--- config.mk ---
export PLATFORM = sky130hd
export DESIGN_NAME = micro_sequencer_flat
export DESIGN_NICKNAME = d
export VERILOG_FILES = /design/src/rtl/micro_seq_pkg.sv /design/src/rtl/micro_sequencer_if.sv /design/src/rtl/micro_dispatch_rom.sv /design/src/rtl/micro_sequencer.sv /design/src/flat_wrapper.sv
export SDC_FILE = /design/constraint.sdc
export NUM_CORES = 1
export LEC_CHECK = 0
export CAP_MARGIN = 40
export CORE_MARGIN = 1.5
export CORE_UTILIZATION = 49
export DETAILED_ROUTE_END_ITERATION = 10
export GPL_TIMING_DRIVEN = 0
export PLACE_DENSITY = 0.87
export SLEW_MARGIN = 0
export SYNTH_ARGS = -nofsm -noshare
export SYNTH_HDL_FRONTEND = slang
export SYNTH_SLANG_ARGS = --single-unit
--- constraint.sdc ---
create_clock -name clk -period 2 [get_ports clk]
set_clock_uncertainty 0.15 [all_clocks]
set_input_delay 0.4 -clock clk [delete_from_list [all_inputs] [get_ports clk]]
set_output_delay 0.4 -clock clk [all_outputs]
set_load 0.03 [all_outputs]
--- src/rtl/micro_seq_pkg.sv ---
// Shared types and constants for the microprogram sequencer.
// Dispatch table entries are 4-bit and zero-extended to the micro-address width.
package micro_seq_pkg;

  typedef enum logic [2:0] {
    SEQ   = 3'b000,
    DISP1 = 3'b001,
    DISP2 = 3'b010,
    FETCH = 3'b011,
    JUMP  = 3'b100,
    BRC   = 3'b101,
    CALL  = 3'b110,
    RET   = 3'b111
  } addr_ctl_e;

  localparam logic [6:0] OP_R   = 7'b0110011;
  localparam logic [6:0] OP_I   = 7'b0010011;
  localparam logic [6:0] OP_JAL = 7'b1101111;
  localparam logic [6:0] OP_B   = 7'b1100011;
  localparam logic [6:0] OP_LW  = 7'b0000011;
  localparam logic [6:0] OP_SW  = 7'b0100011;

  localparam logic [3:0] D1_R   = 4'd6;
  localparam logic [3:0] D1_I   = 4'd8;
  localparam logic [3:0] D1_JAL = 4'd9;
  localparam logic [3:0] D1_B   = 4'd10;
  localparam logic [3:0] D1_LW  = 4'd2;
  localparam logic [3:0] D1_SW  = 4'd2;
  localparam logic [3:0] D2_LW  = 4'd3;
  localparam logic [3:0] D2_SW  = 4'd5;

endpackage

--- src/rtl/micro_sequencer_if.sv ---
// Control-side bundle between the control-store ROM fields and the sequencer.
// The master drives selects and opcode; the slave returns upc and sticky flags.
interface micro_sequencer_if #(
  parameter int AW = 4
);
  import micro_seq_pkg::*;

  logic          stall;
  logic [6:0]    op;
  addr_ctl_e     addr_ctl;
  logic [AW-1:0] target;
  logic          cond;
  logic [AW-1:0] upc;
  logic          illegal_op;
  logic          stack_err;

  modport master (
    output stall, op, addr_ctl, target, cond,
    input  upc, illegal_op, stack_err
  );

  modport slave (
    input  stall, op, addr_ctl, target, cond,
    output upc, illegal_op, stack_err
  );

endinterface

--- src/rtl/micro_dispatch_rom.sv ---
// Opcode dispatch table: combinational op -> {hit, addr}.
// A miss yields hit=0 and addr=0 so no X can reach the micro-PC.
module micro_dispatch_rom
  import micro_seq_pkg::*;
#(
  parameter int AW        = 4,
  parameter int TABLE_SEL = 1
) (
  input  logic [6:0]    op,
  output logic          hit,
  output logic [AW-1:0] addr
);

  logic [3:0] d;

  always_comb begin
    hit = 1'b1;
    d   = 4'd0;
    if (TABLE_SEL == 1) begin
      unique case (1'b1)
        (op == OP_R):   d = D1_R;
        (op == OP_I):   d = D1_I;
        (op == OP_JAL): d = D1_JAL;
        (op == OP_B):   d = D1_B;
        (op == OP_LW):  d = D1_LW;
        (op == OP_SW):  d = D1_SW;
        default:        hit = 1'b0;
      endcase
    end else begin
      unique case (1'b1)
        (op == OP_LW): d = D2_LW;
        (op == OP_SW): d = D2_SW;
        default:       hit = 1'b0;
      endcase
    end
    addr = hit ? AW'(d) : '0;
  end

endmodule

--- src/rtl/micro_sequencer.sv ---
// Microprogram sequencer: micro-PC register, next-address mux,
// micro-subroutine return stack and sticky error flags.
module micro_sequencer
  import micro_seq_pkg::*;
#(
  parameter int            AW          = 4,
  parameter int            STACK_DEPTH = 4,
  parameter logic [AW-1:0] FETCH_ADDR  = '0,
  parameter logic [AW-1:0] TRAP_ADDR   = '1
) (
  input logic               clk,
  input logic               reset,
  micro_sequencer_if.slave  bus
);

  localparam int SW = $clog2(STACK_DEPTH + 1);

  localparam logic [SW-1:0] SP_ONE  = SW'(1);
  localparam logic [SW-1:0] SP_FULL = SW'(STACK_DEPTH);
  localparam logic [AW-1:0] PC_ONE  = AW'(1);

  logic [AW-1:0] upc_q, upc_d;
  logic [SW-1:0] sp_q, sp_d;
  logic          ill_q, ill_d;
  logic          serr_q, serr_d;
  logic [AW-1:0] stack_q [STACK_DEPTH];
  logic [AW-1:0] stack_d [STACK_DEPTH];

  logic [AW-1:0] inc;
  logic [AW-1:0] pop_val;
  logic [SW-1:0] sp_m1;
  logic          hit1, hit2;
  logic [AW-1:0] addr1, addr2;

  micro_dispatch_rom #(.AW(AW), .TABLE_SEL(1)) u_rom1 (
    .op   (bus.op),
    .hit  (hit1),
    .addr (addr1)
  );

  micro_dispatch_rom #(.AW(AW), .TABLE_SEL(2)) u_rom2 (
    .op   (bus.op),
    .hit  (hit2),
    .addr (addr2)
  );

  assign inc   = upc_q + PC_ONE;
  assign sp_m1 = sp_q - SP_ONE;

  // Mux-based stack read avoids index-width mismatches for odd depths.
  always_comb begin
    pop_val = '0;
    for (int i = 0; i < STACK_DEPTH; i++) begin
      if (sp_m1 == SW'(i)) pop_val = stack_q[i];
    end
  end

  always_comb begin
    upc_d   = upc_q;
    sp_d    = sp_q;
    ill_d   = ill_q;
    serr_d  = serr_q;
    stack_d = stack_q;
    if (!bus.stall) begin
      unique case (bus.addr_ctl)
        SEQ:   upc_d = inc;
        DISP1: begin
          upc_d = hit1 ? addr1 : TRAP_ADDR;
          if (!hit1) ill_d = 1'b1;
        end
        DISP2: begin
          upc_d = hit2 ? addr2 : TRAP_ADDR;
          if (!hit2) ill_d = 1'b1;
        end
        FETCH: upc_d = FETCH_ADDR;
        JUMP:  upc_d = bus.target;
        BRC:   upc_d = bus.cond ? bus.target : inc;
        CALL: begin
          if (sp_q == SP_FULL) begin
            upc_d  = TRAP_ADDR;
            serr_d = 1'b1;
          end else begin
            for (int i = 0; i < STACK_DEPTH; i++) begin
              if (sp_q == SW'(i)) stack_d[i] = inc;
            end
            upc_d = bus.target;
            sp_d  = sp_q + SP_ONE;
          end
        end
        RET: begin
          if (sp_q == '0) begin
            upc_d  = TRAP_ADDR;
            serr_d = 1'b1;
          end else begin
            upc_d = pop_val;
            sp_d  = sp_m1;
          end
        end
      endcase
    end
  end

  always_ff @(posedge clk or posedge reset) begin
    if (reset) begin
      upc_q  <= FETCH_ADDR;
      sp_q   <= '0;
      ill_q  <= 1'b0;
      serr_q <= 1'b0;
    end else begin
      upc_q  <= upc_d;
      sp_q   <= sp_d;
      ill_q  <= ill_d;
      serr_q <= serr_d;
    end
  end

  // Stack contents are don't-care after reset; only sp is cleared.
  always_ff @(posedge clk) begin
    stack_q <= stack_d;
  end

  assign bus.upc        = upc_q;
  assign bus.illegal_op = ill_q;
  assign bus.stack_err  = serr_q;

endmodule

--- src/flat_wrapper.sv ---
// flat-port wrapper written by rule: the top's interface ports become plain ports
module micro_sequencer_flat import micro_seq_pkg::*;
#(
  parameter int            AW          = 4,
  parameter int            STACK_DEPTH = 4,
  parameter logic [AW-1:0] FETCH_ADDR  = '0,
  parameter logic [AW-1:0] TRAP_ADDR   = '1
)
  (clk, reset, bus_stall, bus_op, bus_addr_ctl, bus_target, bus_cond, bus_upc, bus_illegal_op, bus_stack_err);
  micro_sequencer_if #(.AW(AW)) bus_i ();
  input logic clk;
  input logic reset;
  input wire logic [$bits(bus_i.stall)-1:0] bus_stall;
  input wire logic [$bits(bus_i.op)-1:0] bus_op;
  input wire logic [$bits(bus_i.addr_ctl)-1:0] bus_addr_ctl;
  input wire logic [$bits(bus_i.target)-1:0] bus_target;
  input wire logic [$bits(bus_i.cond)-1:0] bus_cond;
  output wire logic [$bits(bus_i.upc)-1:0] bus_upc;
  output wire logic [$bits(bus_i.illegal_op)-1:0] bus_illegal_op;
  output wire logic [$bits(bus_i.stack_err)-1:0] bus_stack_err;
  assign bus_i.stall = bus_stall;
  assign bus_i.op = bus_op;
  assign bus_i.addr_ctl = bus_addr_ctl;
  assign bus_i.target = bus_target;
  assign bus_i.cond = bus_cond;
  assign bus_upc = bus_i.upc;
  assign bus_illegal_op = bus_i.illegal_op;
  assign bus_stack_err = bus_i.stack_err;
  micro_sequencer #(.AW(AW), .STACK_DEPTH(STACK_DEPTH), .FETCH_ADDR(FETCH_ADDR), .TRAP_ADDR(TRAP_ADDR)) u_core (.clk(clk), .reset(reset), .bus(bus_i));
endmodule
* After elaboration in Yosys (flattened, before gate mapping)
Cells that the tools add are included. Widths: inputs -> output; s select.
Operators by class: bitwise gates (word level) 2, equality and inequality tests 26, multiplexer cells 23, add/sub/neg operators 3, reduce and logical (&&, ||, !) cells 14
Operators by type and width (number):
- $mux 4 | 9
- $pmux 4 s8 | 1
- $reduce_and 4->1 | 7
- $pmux 4 s5 | 1
- $eq 3x2->1 const B | 6
- $eq 3x3->1 const B | 5
- $eq 7x6->1 const B | 2
- $eq 7x7->1 const B | 2
- $pmux 3 s2 | 2
- $eq 3x1->1 const B | 3
- $logic_not 3->1 | 3
- $ne 2x2->1 const B | 4
- $eq 7x2->1 const B | 1
- $eq 7x5->1 const B | 1
- $mux 1 | 6
- $mux 3 | 2
- $reduce_or 6->1 | 1
- $add 4x1->4 const B | 1
- $ne 2x1->1 const B | 2
- $pmux 1 s2 | 2
- $reduce_bool 2->1 | 2
- $add 3x1->3 const B | 1
- $sub 3x1->3 const B | 1
- $not 1->1 | 2
- $reduce_or 2->1 | 1
Storage, ports and cells: bits of input ports 18, flip-flop bits (word level) 25

* Logic depth before layout (Yosys ltp)
Gate-level depths: netlist of the first run.
depth after elaboration 8, gate-level depth with buffers 7, gate-level depth less buffers 7

* Cells and area by module
A second synthesis of the first run with hierarchy kept.
Unflattened totals: cells, all modules 184, area total of the unflattened synthesis 1800.5 sq um
Modules (own cells, without submodules):
- micro_sequencer | times used 1, cells an instance 157, sequential area each 705.7 sq um, area each 1624.1 sq um
- micro_dispatch_rom at u_core.u_rom1 | times used 1, cells an instance 18, sequential area each 0.0 sq um, area each 120.1 sq um
- micro_dispatch_rom at u_core.u_rom2 | times used 1, cells an instance 9, sequential area each 0.0 sq um, area each 56.3 sq um

* Worst setup path before layout of the first run
No wires, ideal clock.
path type register to register, start point register u_core.sp_q[0], end point register u_core.upc_q[1] (netlist: u_core.bus.upc[1]), cell stages (with the launch flop) 8, library setup time 0.144 ns, arrival time 1.603 ns, data required time 1.706 ns, slack 0.103 ns, buffers on the path 0, cells stage by stage dfrtp_1 -> inv_1 -> ha_1 -> or2_4 -> a221oi_2 -> nor4_1 -> nor4_1 -> a221oi_1
Between the ends: word-level cells in the longest chain between the ends 8, elaborated cells on any way between the ends 14
RTL lines:
- start, declared | RTL line micro_sequencer.sv:23 | logic [SW-1:0] sp_q, sp_d;
- start signal, assigned | RTL line micro_sequencer.sv:111 | sp_q <= sp_d;
- $sub 3x1->3 | RTL line micro_sequencer.sv:48 | assign sp_m1 = sp_q - SP_ONE;
- $logic_not 3->1 | RTL line micro_sequencer.sv:54 | if (sp_m1 == SW'(i)) pop_val = stack_q[i];
- $mux 4 (4 in a row) | RTL line micro_sequencer.sv:54
- $mux 4 | RTL line micro_sequencer.sv:91 | if (sp_q == '0) begin
- $pmux 4 s8 * | RTL line micro_sequencer.sv:65 | unique case (bus.addr_ctl)
- end signal, assigned | RTL line micro_sequencer.sv:110 | upc_q <= upc_d;
- end, declared | RTL line micro_sequencer.sv:22 | logic [AW-1:0] upc_q, upc_d;
Every way passes the cells marked *; elsewhere a longest branch is shown, timed or not. A chain may end at the register's enable or synchronous reset.

* Worst setup path in the final report of the first run
start point input bus_op[1], end point register u_core.upc_q[1] (netlist: u_core.bus.upc[1])
Between the ends: word-level cells in the longest chain between the ends 5, elaborated cells on any way between the ends 15
RTL lines:
- start, declared | RTL line flat_wrapper.sv:14 | input wire logic [$bits(bus_i.op)-1:0] bus_op;
- $eq 7x2->1, or another cell as far along | RTL line micro_dispatch_rom.sv:25, micro_dispatch_rom.sv:31
- $reduce_or 2->1 (no line) or $reduce_or 6->1 (tied branches)
- $pmux 4 s5, or another cell as far along | RTL line micro_dispatch_rom.sv:20 | unique case (1'b1)
- $mux 4 (on tied branches) | RTL line micro_sequencer.sv:68, micro_sequencer.sv:72
- $pmux 4 s8 * | RTL line micro_sequencer.sv:65
Marks and branches as above.

==> impl_summary.md, run 1 <==
STA
The number of failing hold endpoints at the final stage is 0. Based on the critical path, the design can be clocked at up to 500 MHz. The period utilization is 100%. Subtracting the final worst setup slack from the clock period gives 2.00 ns. Setup repair after global routing could not meet its margin everywhere. The relative slew slack is 72.7%. The worst hold margin is 0.170 ns.

The number of failing setup endpoints in the final timing report is 1. The max-slew violation count is 0. Across all setup checks in the final design, the least slack found is -0.000568 ns. The transition time of the tightest slew-check pin is 0.405 ns.

Run status
The checks that failed: negative setup slack. The run finished, with violations left.

Global routing
The largest net degree at the start of global routing is 16. The initial antenna violation count was 0. The total overflow left after global routing is 0. The wire length of the first global-routing pass is 6390 um. The overall fraction of global-route tracks in use is 22.8%. The via count of the first global-routing pass is 1370.

Layout
The count of cells in the finished layout, fillers not included, comes to 249. The repair_antennas step left the layout with diodes totalling 0. The filler cell count in the final layout is 258. The share of layout cells above drive strength 1 is 23.2%. The footprint of the multi-input gates is 996 um2.

Across the whole layout, storage elements account for 706 um2. The final layout net count is 231. Summing all non-filler instances in the final layout gives an area of 2170 um2. The share of the core filled with cells is 65.6%. The area overhead of the layout relative to synthesis is 28.9%.

Place
Buffers placed on the I/O ports in this run total 23. Detailed placement ended at an HPWL of 2770 um. The number of cells after detailed placement is 237. The routability congestion estimate from global placement is 0.906. The cell area after placement is 1970 um2.

Synth
The proportion of register bits with asynchronous set or reset after synthesis is 36.0%. For this run, the register share of the synthesized area comes to 41.8%. The synthesized area per cell is 10.0 um2. The synthesized design contains 25 register bits.

The number of cells produced by synthesis is 168. For this run, the leading register cell type out of synthesis is sky130_fd_sc_hd__edfxtp_1. Counting distinct cell types in the post-synthesis netlist gives 53.

The warning count from the yosys run is 0. In this run, synthesis inferred 16 flip-flops with an integrated enable. The area of the mapped netlist is 1690 um2. The number of nets in the synthesized netlist is 195.

Routing
The highest layer used for signal routing is met4. The number of remaining DRC errors is 0. The met2 wire length is 1880 um.

Before antenna repair, the detailed router went through 4 iterations. The routed length per placed instance is 16.1 um. The via-per-instance ratio is 5.99. Detailed routing inserted a total of 1491 vias.

Once detail routing completed, the nets flagged for antenna violations numbered 0. The routed design has 4010 um of wire. After detailed routing, the met3 layer carries 276 um of wire. The first routing iteration left 74 violations.

For this block, wires on met1 add up to 1790 um.

Floorplan
The floorplan step defined a die boundary enclosing 3800 um2. For this configuration, the core starts out at a cell density of 50.9%. During I/O placement, the number of pins put on the boundary was 24. The floorplan has 21 rows. The placeable core area is 3310 um2.

The x dimension of the die is 61.7 um. From bottom edge to top edge, the die measures 61.7 um.

Worst setup path
The startpoint type of the worst setup path is a primary input. The worst setup path is captured at a flip-flop. The worst register-to-register path has a depth of 7.

In this run the critical register-to-register path is launched from u_core.sp_q[0]. The required time of the worst setup path is 2.07 ns. In this run the worst path has a maximum fanout of 6. Across all register-to-register paths, the minimum setup slack is 0.03 ns. The critical path is of the in2reg type.

The worst endpoint data arrival time is 2.07 ns. The terminus of the critical flop-to-flop path is u_core.bus.upc[3].

Clocking
TritonCTS created 3 clock buffers. CTS built an H-tree with a depth of 1. No sink is reached through more buffers than the 2 on the longest clock path. The CTS tree is built.

The count of hold buffers inserted by post-cts repair is 0. The root buffer cell chosen for the clock tree is sky130_fd_sc_hd__clkbuf_4. For this design, the sink count on the clock tree is 25. For the worst-skew pair, the clock arrives at the later sink with an insertion delay of 0.34 ns. The clock transition at the registers of the reported paths is 0.15 ns.

Power and ir drop
In this run the power density over the cells is 963 nW/um2. Summed over all cells, the static leakage comes to 0.813 nW. VDD sags by at most 524 uV.

Hold path
The class of the tightest hold or removal check is in2async.

Job
The number of max-capacitance violations reported is 0.
==> worst max-delay path by stage <==
stage                       from                  to  slack (ns)  cells after the start
2_1_floorplan     u_core.sp_q[0]   u_core.bus.upc[1]        0.10                      7
3_3_place_gp     bus_addr_ctl[1]   u_core.stack_q[2]       -0.44                      4
3_5_place_dp     bus_addr_ctl[1]  u_core.stack_q[11]       -0.47                      5
4_1_cts        u_core.bus.upc[3]          bus_upc[3]        0.01                      1
5_1_grt                bus_op[0]   u_core.bus.upc[1]       -0.09                      6
6_report               bus_op[1]   u_core.bus.upc[1]     -0.0006                      6
==> timing repair <==
action | 4_1_cts | 5_1_grt
resized for setup | 15 | 17
endpoints found under the setup margin | 23 | 22
pin swaps | 3 | 9
setup buffers | 3 | 5
==> where the power goes <==
part / leakage [nW] / switching [mW] / internal, mW
Combinational: 0.553 / 0.635 / 0.516
Sequential: 0.246 / 0.0545 / 0.640
Clock: 0.0139 / 0.169 / 0.0768
Total: 0.813 / 0.859 / 1.23
==> cells in the mapped netlist (2+ instances only) <==
cell type / n / area share, %
sky130_fd_sc_hd__o21bai_1: 3 / 1.3
sky130_fd_sc_hd__xnor2_1: 2 / 1.0
sky130_fd_sc_hd__o21ai_0: 5 / 1.5
sky130_fd_sc_hd__a221oi_1: 4 / 2.1
sky130_fd_sc_hd__a22oi_1: 4 / 1.8
sky130_fd_sc_hd__and2_1: 3 / 1.1
sky130_fd_sc_hd__nor3_1: 3 / 0.89
sky130_fd_sc_hd__o2bb2ai_1: 2 / 1.0
sky130_fd_sc_hd__xor2_1: 3 / 1.6
sky130_fd_sc_hd__a31oi_1: 3 / 1.1
sky130_fd_sc_hd__a21oi_1: 17 / 5.0
sky130_fd_sc_hd__nand2b_1: 6 / 2.2
sky130_fd_sc_hd__ha_1: 9 / 6.7
sky130_fd_sc_hd__inv_1: 11 / 2.4
sky130_fd_sc_hd__dfrtp_1: 9 / 13
sky130_fd_sc_hd__nand3_1: 4 / 1.2
sky130_fd_sc_hd__nor2_1: 6 / 1.3
sky130_fd_sc_hd__edfxtp_1: 16 / 28
sky130_fd_sc_hd__nand2_1: 11 / 2.4
sky130_fd_sc_hd__or2b_1: 3 / 1.3
sky130_fd_sc_hd__nor4_1: 5 / 1.9
sky130_fd_sc_hd__nor2b_1: 3 / 1.1
sky130_fd_sc_hd__buf_4: 3 / 1.3
sky130_fd_sc_hd__nor3b_1: 3 / 1.3
sky130_fd_sc_hd__a311oi_1: 2 / 1.0
==> area by class of cell <==
| type | count | share of cell area [%] |
|---|---|---|
| tap | 46 | 2.65 |
| sequential | 25 | 32.5 |
| clock inverter | 1 | 0.345 |
| timing repair buffer | 31 | 13.5 |
| clock buffer | 3 | 1.04 |
| buffer | 6 | 2.07 |
| multi-input combinational | 125 | 45.8 |
| inverter | 12 | 2.07 |
==> cell usage in the layout, fill, tap and decap left out, types with 3 or more instances in the layout <==
cell type and instances:
sky130_fd_sc_hd__dlygate4sd2_1 3, sky130_fd_sc_hd__a21oi_1 17, sky130_fd_sc_hd__inv_1 9, sky130_fd_sc_hd__or2b_1 3
sky130_fd_sc_hd__nand3_1 4, sky130_fd_sc_hd__buf_4 12, sky130_fd_sc_hd__o21ai_0 5, sky130_fd_sc_hd__o21bai_1 3
sky130_fd_sc_hd__nor4_1 3, sky130_fd_sc_hd__a221oi_2 4, sky130_fd_sc_hd__dfrtp_1 9, sky130_fd_sc_hd__a31oi_1 3
sky130_fd_sc_hd__inv_2 3, sky130_fd_sc_hd__nor2_1 6, sky130_fd_sc_hd__nand2b_1 6, sky130_fd_sc_hd__ha_1 6
sky130_fd_sc_hd__clkbuf_4 3, sky130_fd_sc_hd__a22oi_1 4, sky130_fd_sc_hd__nor2b_1 3, sky130_fd_sc_hd__dlymetal6s2s_1 3
sky130_fd_sc_hd__nand2_1 11, sky130_fd_sc_hd__clkdlybuf4s50_1 17, sky130_fd_sc_hd__nor3b_1 3, sky130_fd_sc_hd__xor2_1 3
sky130_fd_sc_hd__edfxtp_1 16
==> metrics by stage <==
step	total power [mW]	setup TNS [ns]	setup slack (ns)
3_3_place_gp	1.62	-8.15	-0.443
6_report	2.09	-0.000568	-0.000568
2_1_floorplan	1.38	0	0.103
4_1_cts	1.97	0	0.0103
5_1_grt	2.23	-0.173	-0.0925
3_5_place_dp	1.63	-8.77	-0.470
==> registers in the layout, indices dropped and copies added, names as in the netlist <==
name and count:
u_core.sp_q 3, u_core.stack_q 16, u_core.bus.upc 4, u_core.bus.illegal_op 1, u_core.bus.stack_err 1
==> logic make-up (layout without fill, tap and decap cells) <==
family	after synthesis	count (layout)	share of synthesized area, %
AND/OR/NAND/NOR	57	57	21.4
AO/OA/AOI/OAI	54	54	22.3
flip-flops	25	25	41.8
buffers and inverters	18	53	5.19
adder cells (fa/ha/maj)	9	9	6.68
XOR/XNOR	5	5	2.60
==> worst max-delay path, cell delays in order <==
cell	delay [ns]
sky130_fd_sc_hd__clkdlybuf4s50_1	0.48
sky130_fd_sc_hd__nand2_1	0.14
sky130_fd_sc_hd__nor4_4	0.46
sky130_fd_sc_hd__a31oi_1	0.17
sky130_fd_sc_hd__nor4_2	0.32
sky130_fd_sc_hd__a221oi_2	0.10
==> per-layer routing <==
metal	vias up	global-route usage, %
li1	699	-
met1	721	33.3
met2	66	35.6
met3	5	2.94
met4	0	6.38
met5	-	0
No activity file was read; power rests on OpenSTA's default activity.
==> run 2: changes to the inputs <==
Settings changed: SETUP_SLACK_MARGIN from default to 0.1.
==> run 2 against run 1 <==
The run now ends clean; critical endpoint is now u_core.bus.upc[3]; combinational power up 9.6%; largest cell class unchanged; die area unchanged; wire length up 11%; global-route usage up 0.14 points; register-to-register slack about the same; flip-flop and latch count unchanged; cell count up 1.2%.
==> impl_summary.md, run 2 (same netlist as run 1, synthesis figures left out) <==
Clocking
The clock insertion delay at the later pin of the skew report is 0.33 ns. In this run the number of H-tree levels came out at 1. Buffers inserted to repair hold after CTS numbered 0.

Clock tree synthesis found a total of 25 sinks. The clock transition at the registers of the reported paths is 0.14 ns. In this run the deepest clock path goes through 2 buffers. The number of buffers created by CTS is 3. In this run the clock root is driven by a sky130_fd_sc_hd__clkbuf_4. The CTS tree is built.

Floorplan
The placeable core area is 3310 um2. The die covers 3800 um2. The row count is 21.

The count of pins on the block boundary is 24. The vertical die dimension is 61.7 um. The initial cell density of the core is 50.9%. The x dimension of the die is 61.7 um.

STA
The period utilization is 98.1%. The number of failing hold endpoints at the final stage is 0. The transition time of the tightest slew-check pin is 0.421 ns. Hold timing on the final database bottoms out at a slack of 0.178 ns. The max-slew violation count was 0. Counting I/O delays and the setup requirement, the final critical path takes 1.96 ns. The relative slew slack is 71.7%. Setup repair after global routing could not meet its margin everywhere. The highest achievable clock rate is 510 MHz. After routing, the total negative slack on setup checks comes to 0 ns. In the post-route analysis, the smallest setup slack over all paths is 0.0384 ns. The number of failing setup endpoints in the final timing report is 0.

Power and ir drop
The leakage power of the design is 0.873 nW. VDD sags by at most 538 uV. The power after layout is 2.20 mW. Power spread over the standard cell area amounts to 979 nW/um2.

Run status
The flow ran to the end, and the final reports show no timing, DRC or antenna violations.

Worst setup path
The worst setup path is launched from a flip-flop. The worst endpoint data arrival time is 2.03 ns. The signal on the critical path passes through inv_2 > ha_4 > or2_4 > a221oi_2 > nor4_1 > a311oi_1 > a21oi_1. The delay contributed by the slowest stage of the critical path is 0.44 ns. The worst setup path is captured at a flip-flop.

The standard cell with the maximum stage delay on the critical path is sky130_fd_sc_hd__dfrtp_1. The required time of the worst setup path is 2.07 ns. The highest fanout seen on the critical path is 8. The critical path in this run is classified as reg2reg.

Layout
Ranked by flip-flop count, first place goes to u_core.stack_q. Of the cells placed in the final design, the portion with a size suffix greater than 1 is 28.2%. The area overhead of the layout relative to synthesis is 33.3%. The number of flip-flops under the largest register name is 16. 0 antenna diodes ended up in the layout.

In the layout the commonest cells are sky130_fd_sc_hd__a21oi_1, sky130_fd_sc_hd__edfxtp_1, sky130_fd_sc_hd__buf_4, sky130_fd_sc_hd__nand2_1, sky130_fd_sc_hd__clkdlybuf4s50_1. The final layout net count is 234. After filler insertion, the fill cell instance count of the layout stands at 255.

Routing
Wires add up to 4430 um. The number of detailed-route iterations in the first pass is 4. In the final routed layout, each cell accounts on average for 17.6 um. The number of remaining DRC errors is 0. The via-per-instance ratio is 6.03.

The violation count after the first detailed-route iteration is 89. The number of nets with antenna violations after routing is 0. The count of vias placed by the detailed router is 1520.

Global routing
The overall fraction of global-route tracks in use is 23.0%. The total overflow left after global routing is 0. Entering global routing, the biggest net connects 16 pins. The via count of the first global-routing pass came to 1370.

The first global-routing pass estimated 6400 um of wire. The initial antenna violation count came to 0.

Job
Across the run, the number of max-cap violations was 0.

Place
The routability congestion estimate from global placement is 0.906. The minimum setup slack after placement is -0.470 ns. Detailed placement finished with a half-perimeter wire length of 2770 um.

The number of buffers added on ports is 23.

Hold path
The tightest min-delay check is of the in2async type.
## run 2: final cells by class
| cell class | instances | area [um2] | area share [%] |
|---|---|---|---|
| Multi-Input combinational cell | 125 | 1040 | 46.2 |
| Sequential cell | 25 | 706 | 31.4 |
| Timing Repair Buffer | 34 | 319 | 14.2 |
| Tap cell | 46 | 57.6 | 2.56 |
| Buffer | 6 | 52.6 | 2.34 |
| Inverter | 12 | 45.0 | 2.00 |
| Clock buffer | 3 | 22.5 | 1.00 |
| Clock inverter | 1 | 7.51 | 0.334 |
## run 2: power breakdown
part | switching [mW] | internal [mW]
sequential | 0.0554 | 0.640
clock | 0.165 | 0.0767
combinational | 0.704 | 0.559
## run 2: worst max-delay path: cells and delay by family, from the launching register on
family / cells / cell delay (ns)
flip-flops: 1 / 0.44
adder cells (fa/ha/maj): 1 / 0.20
AO/OA/AOI/OAI: 3 / 0.59
buffers and inverters: 1 / 0.09
AND/OR/NAND/NOR: 2 / 0.37
## run 2: per-stage QoR
stage	utilization, %	cell area [um2]	std cells
4_1_cts	63.7	2110	245
6_report	67.9	2250	252
3_5_place_dp	59.6	1970	237
3_3_place_gp	59.6	1970	237
5_1_grt	67.9	2250	252
2_1_floorplan	-	1690	168
## run 2: final timing paths
| path | startpoint | to | slack [ns] | cells after the start |
|---|---|---|---|---|
| min in group clk | u_core.bus.stack_err | u_core.bus.stack_err | 0.33 | 1 |
| min reg2reg | u_core.bus.stack_err | u_core.bus.stack_err | 0.33 | 1 |
| max reg2reg | u_core.sp_q[0] | u_core.bus.upc[3] | 0.04 | 7 |
| min | reset | u_core.sp_q[2] | 0.18 | 2 |
| max in group asynchronous | reset | u_core.bus.stack_err | 1.25 | 2 |
| max | u_core.sp_q[0] | u_core.bus.upc[3] | 0.04 | 7 |
## run 2: routing by layer
layer | share of wire [%] | GRT usage (%) | up-vias
li1 | - | - | 706
met1 | 43 | 33.5 | 724
met2 | 47 | 35.9 | 79
met3 | 7.6 | 2.94 | 11
met4 | 2.2 | 6.38 | 0
met5 | 0 | 0 | -
## run 2: timing repair
item | 4_1_cts | 5_1_grt
setup buffers | 4 | 7
cloned | 0 | 0
gates resized for setup | 26 | 21
setup endpoints to repair | 26 | 21
pin swaps | 6 | 19
==> patch 1 (settings of run 2) <==
`AW` is set to 4 in 4 places; all go to 5.
--- a/src/rtl/micro_sequencer_if.sv
+++ b/src/rtl/micro_sequencer_if.sv
@@ -1,7 +1,7 @@
 // Control-side bundle between the control-store ROM fields and the sequencer.
 // The master drives selects and opcode; the slave returns upc and sticky flags.
 interface micro_sequencer_if #(
-  parameter int AW = 4
+  parameter int AW = 5
 );
   import micro_seq_pkg::*;
 
--- a/src/rtl/micro_dispatch_rom.sv
+++ b/src/rtl/micro_dispatch_rom.sv
@@ -3,7 +3,7 @@
 module micro_dispatch_rom
   import micro_seq_pkg::*;
 #(
-  parameter int AW        = 4,
+  parameter int AW        = 5,
   parameter int TABLE_SEL = 1
 ) (
   input  logic [6:0]    op,
--- a/src/rtl/micro_sequencer.sv
+++ b/src/rtl/micro_sequencer.sv
@@ -3,7 +3,7 @@
 module micro_sequencer
   import micro_seq_pkg::*;
 #(
-  parameter int            AW          = 4,
+  parameter int            AW          = 5,
   parameter int            STACK_DEPTH = 4,
   parameter logic [AW-1:0] FETCH_ADDR  = '0,
   parameter logic [AW-1:0] TRAP_ADDR   = '1
--- a/src/flat_wrapper.sv
+++ b/src/flat_wrapper.sv
@@ -1,7 +1,7 @@
 // flat-port wrapper written by rule: the top's interface ports become plain ports
 module micro_sequencer_flat import micro_seq_pkg::*;
 #(
-  parameter int            AW          = 4,
+  parameter int            AW          = 5,
   parameter int            STACK_DEPTH = 4,
   parameter logic [AW-1:0] FETCH_ADDR  = '0,
   parameter logic [AW-1:0] TRAP_ADDR   = '1
Interface: changed (resized bus_target and bus_upc); port bits go from 24 to 26. No check against the original RTL was run, so the function may have changed too.
==> patch 1 against run 2 <==
Synthesized area up 13%. Hold slack improved by 75 ps. First-iteration DRC count grew to 2.8 times the old value. Sequential cell count increased by 5. Routed wire length is 26% higher. Worst setup slack improved by 1.6 ps. Total power increased by 36%. Sequential power is 27% higher. Cell count increased by 15%. Via count grew 19%. Design area is 22% higher.
==> patch 1: results (changes against run 2) <==
Max IR drop VDD 0.0006523 V (+21%); nets in the synthesized netlist 216 (+11%); run status complete, no violations; Global Route Usage Sum 0.2498 (+0.02005); Final Wtd Congestion 0.8647 (-4.6%); fraction of layout instances using a drive strength above 1 0.3444 (+0.06284); worst rel slew slack 0.6877 (-0.02924); flip-flop count of the largest register after layout 20 (+4); clock latency on the worst-skew pair 290 ps (-40 ps); number of buffers on the longest clock path 2 (unchanged); clock slew at the register clock pins of the worst setup and hold paths 70 ps (-70 ps); share of the synthesized area in the top cell type 0.3154 (+0.03051); group with the largest share of power combinational cells; Fillers 237 (-7.1%); detailed placer's ending HPWL 3284 um (+19%); worst setup slack before clock tree synthesis -559.2 ps (-89.00 ps); vias in the first global route 1,608 (+17%); Avg Vias per Cell 6.266 (+3.9%); CTS Buf Count 5 (+2); count of inserted antenna diode cells 0 (unchanged); Detailed Route Iter0 Violations 250 (+180%); number of search-and-repair iterations in the first detailed-routing pass 5 (+1); part of the power in combinational logic 0.547 (-0.027); Top reg by flops u_core.stack_q; arrival time at the worst endpoint 1970 ps (-60 ps); most frequent cells after synthesis sky130_fd_sc_hd__edfxtp_1 (20), sky130_fd_sc_hd__nand2_1 (15), sky130_fd_sc_hd__o21ai_0 (14), sky130_fd_sc_hd__a21oi_1 (13), sky130_fd_sc_hd__inv_1 (12); depth of the CTS H-tree 2 (+1); Port-buffer cells 25 (+8.7%); YS warnings 0 (unchanged); average wire per cell in the routed design 19.33 um (+9.9%); relative contribution of the clock network to total power 0.159 (+0.049); standard cell area after detailed placement 2237 sq um (+13%); dominant cells by area after synthesis sky130_fd_sc_hd__edfxtp_1 (32%), sky130_fd_sc_hd__dfrtp_1 (13%), sky130_fd_sc_hd__ha_1 (5.9%); Most used DFF post-synth sky130_fd_sc_hd__edfxtp_1; hold crit path type input pin to asynchronous set/reset pin; Seq/Total Area, Yosys 0.4468 (+0.02838); worst-path maximum fanout 7 (-1); Static Leakage 1.030 nW (+18%); switching pwr 1.245 mW (+35%); Clock Root Buffer sky130_fd_sc_hd__clkbuf_8; Critical path origin u_core.bus.upc[0]; global-route wire length before repair 7955 um (+24%); layout net count 268 (+15%); pin count of the biggest net entering global routing 11 (-5); fraction of registers with async set/reset 0.3333 (-0.02667); initial antenna violation count 0 (unchanged); count of distinct cell types in the synthesized netlist 51 (-3.8%); count of flip-flops with a built-in enable after synthesis 20 (+4)
patch 1: cell types whose count changed in the layout (fill, tap and decap cells not counted), sizes merged, moves of 4 or more:
cell          delta
a22oi            -4
dlygate4sd2      +4
edfxtp           +4
nor2b            -4
buf             +11
dlymetal6s2s     -4
o21ai            +8
nor4             -4
a21oi            -4
patch 1: logic make-up after synthesis:
kind of cell    after synthesis  synth area share
buf+inv                      20           0.04730
mux                           2           0.01051
compound gates               61            0.2273
simple gates                 59            0.1767
fa+ha+maj                     9           0.05913
xor+xnor                      7           0.03220
flops                        30            0.4468
patch 1: worst max-delay path, cell delays in order (launching register included):
cell and delay, ps:
sky130_fd_sc_hd__dfrtp_2 470, sky130_fd_sc_hd__ha_2 360, sky130_fd_sc_hd__and3b_1 190, sky130_fd_sc_hd__a21oi_1 150, sky130_fd_sc_hd__o2bb2ai_1 120, sky130_fd_sc_hd__a221oi_2 250, sky130_fd_sc_hd__a31oi_1 130
patch 1: worst paths after layout:
kind | end | slack [ps] | cells past startpoint
setup / recovery | u_core.bus.upc[1] | 40 | 6
hold / removal | u_core.bus.stack_err | 250 | 2
setup reg to reg | u_core.bus.upc[1] | 40 | 6
hold reg to reg | u_core.bus.illegal_op | 310 | 1
max in group asynchronous | u_core.sp_q[0] | 1130 | 2
min in group clk | u_core.bus.illegal_op | 310 | 1
patch 1: what timing repair did:
item / 4_1_cts / 5_1_grt
pin swaps: 13 / 15
buffers inserted: 9 / 11
setup endpoints to repair: 33 / 15
gates resized for setup: 58 / 32
gates cloned: 1 / 1
patch 1: metrics by stage:
| step | utilization | hold WS (ps) | total power, mW | cells |
|---|---|---|---|---|
| final | 0.7439 | 253.0 | 2.998 | 289 |
| after global routing | 0.7439 | 293.7 | 3.158 | 289 |
| after CTS | 0.6934 | 278.6 | 2.678 | 278 |
| after detailed placement | 0.6065 | 297.0 | 1.937 | 261 |
| after global placement | 0.6065 | 298.0 | 1.898 | 261 |
| after floorplan | - | 90.18 | 1.605 | 188 |
patch 1: layer usage:
metal / global-route usage / routed length, um / part of all wire
met1: 0.3490 / 2316 / 0.41
met2: 0.3648 / 2630 / 0.47
met3: 0.07021 / 436 / 0.078
met4: 0.1042 / 201 / 0.036
met5: 0 / 0 / 0
patch 1: cell type report:
cell class	count	area, sq um	area share
flip-flops and latches	30	855.8	0.3119
clock inverters	3	16.27	0.005928
well taps	48	60.06	0.02189
plain buffers	6	66.31	0.02417
repair buffers	47	402.9	0.1468
inverters	12	50.05	0.01824
multi-input cells	138	1224	0.4460
clock buffers	5	68.82	0.02508
==> patch 2 (config.mk and constraints of run 2) <==
Made on the original files. Make the reset (`reset`) synchronous in one clocked block.
--- a/src/rtl/micro_sequencer.sv
+++ b/src/rtl/micro_sequencer.sv
@@ -100,7 +100,7 @@
     end
   end
 
-  always_ff @(posedge clk or posedge reset) begin
+  always_ff @(posedge clk) begin
     if (reset) begin
       upc_q  <= FETCH_ADDR;
       sp_q   <= '0;
Function: differs if reset is asserted again (counterexample within 4 cycles, from zero or initial values and one cycle with reset high); with reset held inactive, the same outputs for 4 cycles.
==> patch 2 against run 2 <==
Non-clock buffer count shrank 7. Sequential cell count stayed put. Cell count is 1.6% lower. Via count shrank 7.2%. Design area fell by 11%. Routed wire length down 18%. Worst setup slack improved by 120 ps. Die area fell by 5.6%. Synthesized area fell by 5.9%.
Power is not compared: it rests on default switching activity, and its combinational part moved more than twofold at a synthesized area within 25%.
==> patch 2: results (changes against run 2) <==
run status complete, no violations; global-route wire length before repair 5913 um (-7.7%); GR Layer Usage met3 0.04545 (+0.01604); Final Wtd Congestion 0.9316 (+2.8%); layout net count 232 (-0.85%); worst setup slack before clock tree synthesis -435.7 ps (+34.48 ps); detailed route wirelength on metal2 1699 um (-18%); nets in the synthesized netlist 202 (+3.6%); met2 track demand over resource in global routing 0.3354 (-0.02399); fraction of layout instances using a drive strength above 1 0.1765 (-0.1051); hold crit path type input pin to flop; worst hold-check slack 286.6 ps (+108.4 ps); detailed placer's ending HPWL 2704 um (-2.3%); Port-buffer cells 21 (-8.7%); Global Route Usage Sum 0.2231 (-0.006639); Critical path origin u_core.sp_q[0]; average wire per cell in the routed design 14.66 um (-17%); worst flop-to-flop path endpoint u_core.bus.upc[2]; vias in the first global route 1,286 (-6.1%); met1 routing resource usage after global routing 0.3123 (-0.02276); Cells after DPL 240 (+1.3%); met1 wire length 1670 um (-13%); total length of routed met3 wires 215 um (-36%); most frequent cells after synthesis sky130_fd_sc_hd__edfxtp_1 (16), sky130_fd_sc_hd__a21oi_1 (15), sky130_fd_sc_hd__nand2_1 (13), sky130_fd_sc_hd__o21ai_0 (13), sky130_fd_sc_hd__nor2_1 (12); count of distinct cell types in the synthesized netlist 49 (-7.5%); vias after detailed routing 1,410 (-7.2%); Avg Cell Area, Syn 9.073 sq um (-9.6%); fraction of registers with async set/reset 0 (-0.3600); worst rel slew slack 0.7021 (-0.01492); post-layout instance count excluding filler cells 248 (-1.6%)
## patch 2: where the power goes
| part | leakage, nW | switching [mW] | internal (mW) |
|---|---|---|---|
| logic | 0.529 | 0.149 | 0.112 |
| clock network | 0.0139 | 0.163 | 0.0767 |
| registers | 0.220 | 0.0156 | 0.569 |
## patch 2: kinds of logic after synthesis
| logic type | Yosys count | share of synthesized area |
|---|---|---|
| compound gates | 58 | 0.2348 |
| xor+xnor | 6 | 0.03310 |
| fa+ha+maj | 9 | 0.07092 |
| buf+inv | 19 | 0.05673 |
| flops | 25 | 0.4161 |
| simple gates | 58 | 0.1883 |
## patch 2: layout make-up
class	instances	area (sq um)	area share
Tap cell	44	55.05	0.02755
Buffer	8	53.80	0.02693
Inverter	11	45.04	0.02254
Clock inverter	1	7.507	0.003757
Clock buffer	3	22.52	0.01127
Multi-Input combinational cell	131	908.4	0.4546
Timing Repair Buffer	25	237.7	0.1190
Sequential cell	25	668.1	0.3344
